<file path="src/rtl/i2c_slave_byte_if.sv">
// I2C slave bit engine: filtered SCL/SDA, START/STOP detect,
// address match and byte shift with byte strobes to the bridge.
module i2c_slave_byte_if #(
  parameter logic [6:0] SLAVE_ADDR = 7'h50,
  parameter int         FILTER_LEN = 3
) (
  input  logic       clk_i,
  input  logic       rst_i,
  input  logic       scl_i,
  input  logic       sda_i,
  output logic       scl_pad_o,
  output logic       scl_padoen_o,
  output logic       sda_pad_o,
  output logic       sda_padoen_o,
  input  logic       slave_en,
  input  logic [7:0] din,
  output logic [7:0] dout,
  output logic       data_avail,
  output logic       data_req,
  output logic       start_signal,
  output logic       stop_signal,
  output logic       slave_act
);

  localparam int CW = (FILTER_LEN > 1) ? $clog2(FILTER_LEN) : 1;
  localparam logic [CW-1:0] CMAX = CW'(FILTER_LEN - 1);

  typedef enum logic [2:0] {
    IDLE     = 3'd0,
    ADDR     = 3'd1,
    ADDR_ACK = 3'd2,
    RX       = 3'd3,
    RX_ACK   = 3'd4,
    TX       = 3'd5,
    TX_ACK   = 3'd6,
    WAIT     = 3'd7
  } state_t;

  logic [1:0]    scl_s, sda_s;
  logic          scl_f, sda_f;
  logic          scl_d, sda_d;
  logic [CW-1:0] scl_c, sda_c;

  always_ff @(posedge clk_i) begin
    if (rst_i) begin
      scl_s <= 2'b11;
      sda_s <= 2'b11;
      scl_f <= 1'b1;
      sda_f <= 1'b1;
      scl_d <= 1'b1;
      sda_d <= 1'b1;
      scl_c <= '0;
      sda_c <= '0;
    end else begin
      scl_s <= {scl_s[0], scl_i};
      sda_s <= {sda_s[0], sda_i};
      scl_d <= scl_f;
      sda_d <= sda_f;
      // a new level must persist FILTER_LEN cycles to pass
      if (scl_s[1] == scl_f) begin
        scl_c <= '0;
      end else if (scl_c == CMAX) begin
        scl_f <= scl_s[1];
        scl_c <= '0;
      end else begin
        scl_c <= scl_c + 1'b1;
      end
      if (sda_s[1] == sda_f) begin
        sda_c <= '0;
      end else if (sda_c == CMAX) begin
        sda_f <= sda_s[1];
        sda_c <= '0;
      end else begin
        sda_c <= sda_c + 1'b1;
      end
    end
  end

  logic scl_rise, scl_fall, start_det, stop_det;

  assign scl_rise  = scl_f & ~scl_d;
  assign scl_fall  = ~scl_f & scl_d;
  assign start_det = scl_f & scl_d & sda_d & ~sda_f;
  assign stop_det  = scl_f & scl_d & ~sda_d & sda_f;

  state_t     state, state_n;
  logic [7:0] shift, shift_n, dout_n;
  logic [3:0] cnt, cnt_n;
  logic       rw, rw_n, oen, oen_n, act, act_n;
  logic       avail_n, req_n, sta_n, sto_n;

  always_ff @(posedge clk_i) begin
    if (rst_i) begin
      state        <= IDLE;
      shift        <= '0;
      cnt          <= '0;
      rw           <= 1'b0;
      dout         <= '0;
      oen          <= 1'b1;
      act          <= 1'b0;
      data_avail   <= 1'b0;
      data_req     <= 1'b0;
      start_signal <= 1'b0;
      stop_signal  <= 1'b0;
    end else begin
      state        <= state_n;
      shift        <= shift_n;
      cnt          <= cnt_n;
      rw           <= rw_n;
      dout         <= dout_n;
      oen          <= oen_n;
      act          <= act_n;
      data_avail   <= avail_n;
      data_req     <= req_n;
      start_signal <= sta_n;
      stop_signal  <= sto_n;
    end
  end

  always_comb begin
    state_n = state;
    shift_n = shift;
    cnt_n   = cnt;
    rw_n    = rw;
    dout_n  = dout;
    oen_n   = oen;
    act_n   = act;
    avail_n = 1'b0;
    req_n   = 1'b0;
    sta_n   = 1'b0;
    sto_n   = 1'b0;
    if (!slave_en) begin
      state_n = IDLE;
      oen_n   = 1'b1;
      act_n   = 1'b0;
      cnt_n   = '0;
    end else if (stop_det) begin
      state_n = IDLE;
      oen_n   = 1'b1;
      act_n   = 1'b0;
      cnt_n   = '0;
      sto_n   = 1'b1;
    end else if (start_det) begin
      state_n = ADDR;
      oen_n   = 1'b1;
      act_n   = 1'b0;
      cnt_n   = '0;
      sta_n   = 1'b1;
    end else begin
      unique case (state)
        IDLE, WAIT: begin
        end
        ADDR, RX: begin
          if (scl_rise) begin
            shift_n = {shift[6:0], sda_f};
            cnt_n   = cnt + 4'd1;
            if (cnt == 4'd7) begin
              cnt_n = '0;
              if (state == RX) begin
                dout_n  = shift_n;
                avail_n = 1'b1;
                state_n = RX_ACK;
              end else if (shift[6:0] == SLAVE_ADDR) begin
                rw_n    = sda_f;
                state_n = ADDR_ACK;
              end else begin
                state_n = WAIT;
              end
            end
          end
        end
        ADDR_ACK, RX_ACK: begin
          // cnt=0: waiting for the fall that opens the ACK clock
          if (scl_rise && cnt == 4'd1 && state == ADDR_ACK && rw)
            req_n = 1'b1;
          if (scl_fall) begin
            if (cnt == 4'd0) begin
              oen_n = 1'b0;
              act_n = 1'b1;
              cnt_n = 4'd1;
            end else begin
              cnt_n = '0;
              if (state == ADDR_ACK && rw) begin
                shift_n = din;
                oen_n   = din[7];
                state_n = TX;
              end else begin
                oen_n   = 1'b1;
                state_n = RX;
              end
            end
          end
        end
        TX: begin
          if (scl_rise)
            cnt_n = cnt + 4'd1;
          if (scl_fall) begin
            if (cnt == 4'd8) begin
              oen_n   = 1'b1;
              cnt_n   = '0;
              state_n = TX_ACK;
            end else begin
              shift_n = {shift[6:0], 1'b0};
              oen_n   = shift[6];
            end
          end
        end
        TX_ACK: begin
          if (scl_rise) begin
            if (!sda_f) begin
              req_n = 1'b1;
              cnt_n = 4'd1;
            end else begin
              act_n   = 1'b0;
              state_n = WAIT;
            end
          end else if (scl_fall && cnt == 4'd1) begin
            shift_n = din;
            oen_n   = din[7];
            cnt_n   = '0;
            state_n = TX;
          end
        end
      endcase
    end
  end

  assign scl_pad_o    = 1'b0;
  assign scl_padoen_o = 1'b1;
  assign sda_pad_o    = 1'b0;
  assign sda_padoen_o = oen;
  assign slave_act    = act;

endmodule

</file>
<file path="config.mk">
export PLATFORM = sky130hd
export DESIGN_NAME = i2c_slave_byte_if
export DESIGN_NICKNAME = d
export VERILOG_FILES = /design/src/rtl/i2c_slave_byte_if.sv
export SDC_FILE = /design/constraint.sdc
export NUM_CORES = 1
export LEC_CHECK = 0
export ABC_AREA = 1
export BUFFER_PORTS_ARGS = -buffer_cell sky130_fd_sc_hd__buf_4
export CORE_ASPECT_RATIO = 1.2
export CORE_UTILIZATION = 46
export CTS_BUF_LIST = sky130_fd_sc_hd__clkbuf_2
export DETAILED_ROUTE_END_ITERATION = 7
export GPL_ROUTABILITY_DRIVEN = 0
export PLACE_DENSITY_LB_ADDON = 0.05
export RECOVER_POWER = 50
export SLEW_MARGIN = 15
export SYNTH_ARGS = -nofsm -noshare
export SYNTH_HDL_FRONTEND = slang
export SYNTH_SLANG_ARGS = --single-unit
</file>
<file path="constraint.sdc">
create_clock -name clk_i -period 1.94 [get_ports clk_i]
set_input_delay 0.194 -clock clk_i [delete_from_list [all_inputs] [get_ports clk_i]]
set_output_delay 0.194 -clock clk_i [all_outputs]
set_load 0.02 [all_outputs]
</file>
==> key figures <==
Timing
  • Min Tclk post-route: ~1700 ps
  • Setup_tns: 0 ps
  • Unrepaired setup endpoints after global routing: no
  • F_max: around 580 MHz
  • Final period utilization: between 80% and 90%
  • Max Clock Skew: approximately 9.6 ps
  • Max Slew Vio Count: 0
  • Final hold vios: 0
  • Setup ws final: about 210 ps
  • Setup Viol. Count Final: 0
  • Hold WS: between 100 and 150 ps

Clocking
  • Bufs on Longest Clock Path: 2
  • Total CTS buffers: 5
  • CTS tree: done
  • Clock Sinks: between 40 and 50
  • Post-CTS Setup Repair Bufs: 0
  • CTS root buffer: clkbuf_2
  • Htree depth: 2
  • Clock Pin Slew Worst Setup and Hold Paths: about 230 ps
  • Worst skew pair latency: between 400 and 500 ps

Global route
  • Global-route wire length before repair: 8.45 mm
  • Remaining Overflow, GRT: 0
  • Largest net degree at the start of global routing: 20
  • Gr usage total: 21.6%
  • Vias in the first global route: between 1500 and 2000
  • Initial antenna violation count: 0

Logic synthesis
  • Post-synth EDFFs: 0
  • FF+latch count, synth: 41
  • Synth Area in Compound Gates: roughly an eighth
  • Register area share after synthesis: 37.0%
  • Adder-cell area share of the yosys netlist: approximately 2.8%
  • Primary FF master, synth: dfxtp_1
  • Netlist Area Pre-Place: 2220 um2
  • Post-synth top cells: 58 x nand2_1, 46 x nor2_1, 41 x dfxtp_1
  • Yosys cell types: 33
  • Main combinational cell family by area after synthesis: simple AND/OR/NAND/NOR gates
  • Synth area leader: dfxtp_1
  • Post-Syn Area per Cell: 6.89 um2
  • Synth warn: 0
  • Top-count cell post-synth: nand2_1
  • Post-synthesis mux area share: 0%
  • Area fraction of the dominant cell type after synthesis: 37.0%
  • Simple-Gate Fraction of Synth Area: 36.1%
  • Xor/xnor cell area share of the yosys netlist: less than 1%
  • Post-synth ARST share: 0%
  • Cells after Synth: roughly 320
  • Synth area leaders: dfxtp_1 37%, nand2_1 9.8%, nor2_1 7.8%

Setup path
  • Crit. End Element: register
  • Critical Path AT: ~2100 ps
  • Worst Setup Start Kind: register
  • Critical Path RT: about 2300 ps
  • Crit Path Class: reg -> reg
  • Max FO, Critical Path: 8

Route
  • Initial DRC Count: approximately 150
  • Antenna viol nets, final: 0
  • Final WL: between 5 and 6 mm
  • Wire length per cell: between 10 and 15 um
  • Vias: 2029
  • DRC errors left: 0
  • Top layer in use: met4
  • Pre-antenna DRT Iters: 4
  • Avg Vias per Cell: between 4 and 5
  • M1 WL: ~2.3 mm
  • DR WL met2: 2.53 mm
  • Routed wl met3: about 190 um

Floorplanning
  • Core area: between 4000 and 5000 um2
  • Rows: 27
  • Ports: 30
  • Die Footprint: between 5000 and 6000 um2
  • Die Wd: about 65 um
  • Starting density of the core: 48.3%
  • Die Height: 78.1 um

Placed design
  • Placement Setup Slack: about 170 ps
  • Hpwl dp: ~3.8 mm
  • Port bufs: 26
  • Area after DPL: 2460 um2

Final layout
  • Post-route cell area: ~2500 um2
  • Layout cell share with drive strength beyond 1: roughly 16%
  • Final #Nets: roughly 370
  • Area grow syn2layout: 13.0%
  • Inserted Diodes: 0

Power and ir drop
  • Sw power: slightly above 0.0005 W
  • Internal Power: 0.00120 W
  • Power Total: around 0.0017 W
  • Sw Ratio: 30.0%
  • VDD IR max: 0.382 mV
  • Combinational group share of total power: between 15 and 20%
  • Leak: between 1 and 1.5 nW
  • Clock share of power: a little over 30%
  • Power Density: 681 nW/um2
  • Sequential share of power: between 50% and 60%

Run status
  • Status: completed

Min path
  • Worst min path class: in -> reg

Flow run
  • Max_cap viols: 0
## area by class of cell
| cell class | count | area (um2) |
|---|---|---|
| fillers | 521 | 2090 |
| multi-input cells | 227 | 1170 |
| flip-flops and latches | 41 | 823 |
| repair buffers | 33 | 195 |
| inverters | 45 | 169 |
| well taps | 58 | 72.6 |
| clock inverters | 3 | 46.3 |
| clock buffers | 5 | 25.0 |
## cells in the final DEF, fill, tap and decap left out, drive strengths merged
cell	synthesis	routed
nor3	3	3
ha	5	5
buf	7	14
clkinvlp	0	1
clkinv	1	2
conb	2	3
o221ai	1	1
nor4	1	1
bufinv	0	1
o211ai	3	3
nand3	17	17
nor3b	1	1
or2	4	4
o21bai	1	1
nand2	68	68
o31ai	2	2
o21ai	27	27
nor2	58	58
dlygate4sd3	0	3
a21oi	17	17
dfxtp	41	41
clkbuf	3	21
inv	44	44
nand4	13	13
xor2	2	2
o2111ai	1	1
## critical path, stage by stage, from the launching register on
cell and delay, ps:
dfxtp_1 450, inv_1 80, ha_1 210, nor3b_1 160, nand2_1 130, nand2_1 100
inv_2 150, nand2_4 80, nor2_8 190, nor2_2 50, nor2_1 90
## stage by stage
| step | cells | util [%] |
|---|---|---|
| global placement | 401 | 53.6 |
| finish | 412 | 54.5 |
| floorplan | 323 | - |
| CTS | 412 | 55.8 |
| detailed placement | 401 | 53.6 |
| global route | 412 | 54.5 |
## final timing paths
| path | from | to | slack [ps] | cells after the start |
|---|---|---|---|---|
| setup / recovery | cnt[1] | shift[6] | 210 | 10 |
| hold / removal | slave_en | start_signal | 130 | 5 |
| setup reg to reg | cnt[1] | shift[6] | 210 | 10 |
| hold reg to reg | sda_c[0] | sda_c[0] | 430 | 1 |
## timing repair
item	CTS	global route
hold buffers	3	0
gates resized for setup	0	2
endpoints found under the setup margin	0	9
endpoints found under the hold margin	4	0
## flip-flops by register name (all words and copies together), names as in the netlist, 2 cells and up
signal and flops:
dout 8, shift 7, cnt 4, state 3, scl_c 2, scl_s 2, sda_c 2, sda_s 2
## cells by family after synthesis
logic type	count (synthesis)
buffers and inverters	55
and+or+nand+nor	165
DFF	41
AOI/OAI and AO/OA	52
xor gates and xnor gates	2
other	2
adders and majority gates	5
## power by group through the flow
stage               registers (W)  logic (W)  clock network [W]
finish                   0.000894   0.000288           0.000526
global route             0.000898   0.000329           0.000571
CTS                      0.000894   0.000291           0.000552
detailed placement       0.000910   0.000285                  0
global placement         0.000909   0.000283                  0
floorplan                0.000900   0.000230                  0
## routing by layer
metal,track usage [%],vias to the layer above
met5,0,-
met4,7.83,0
met3,4.07,7
met2,37.6,40
met1,25.9,892
li1,-,1090
Note: power is estimated with default switching activity, not from simulation.
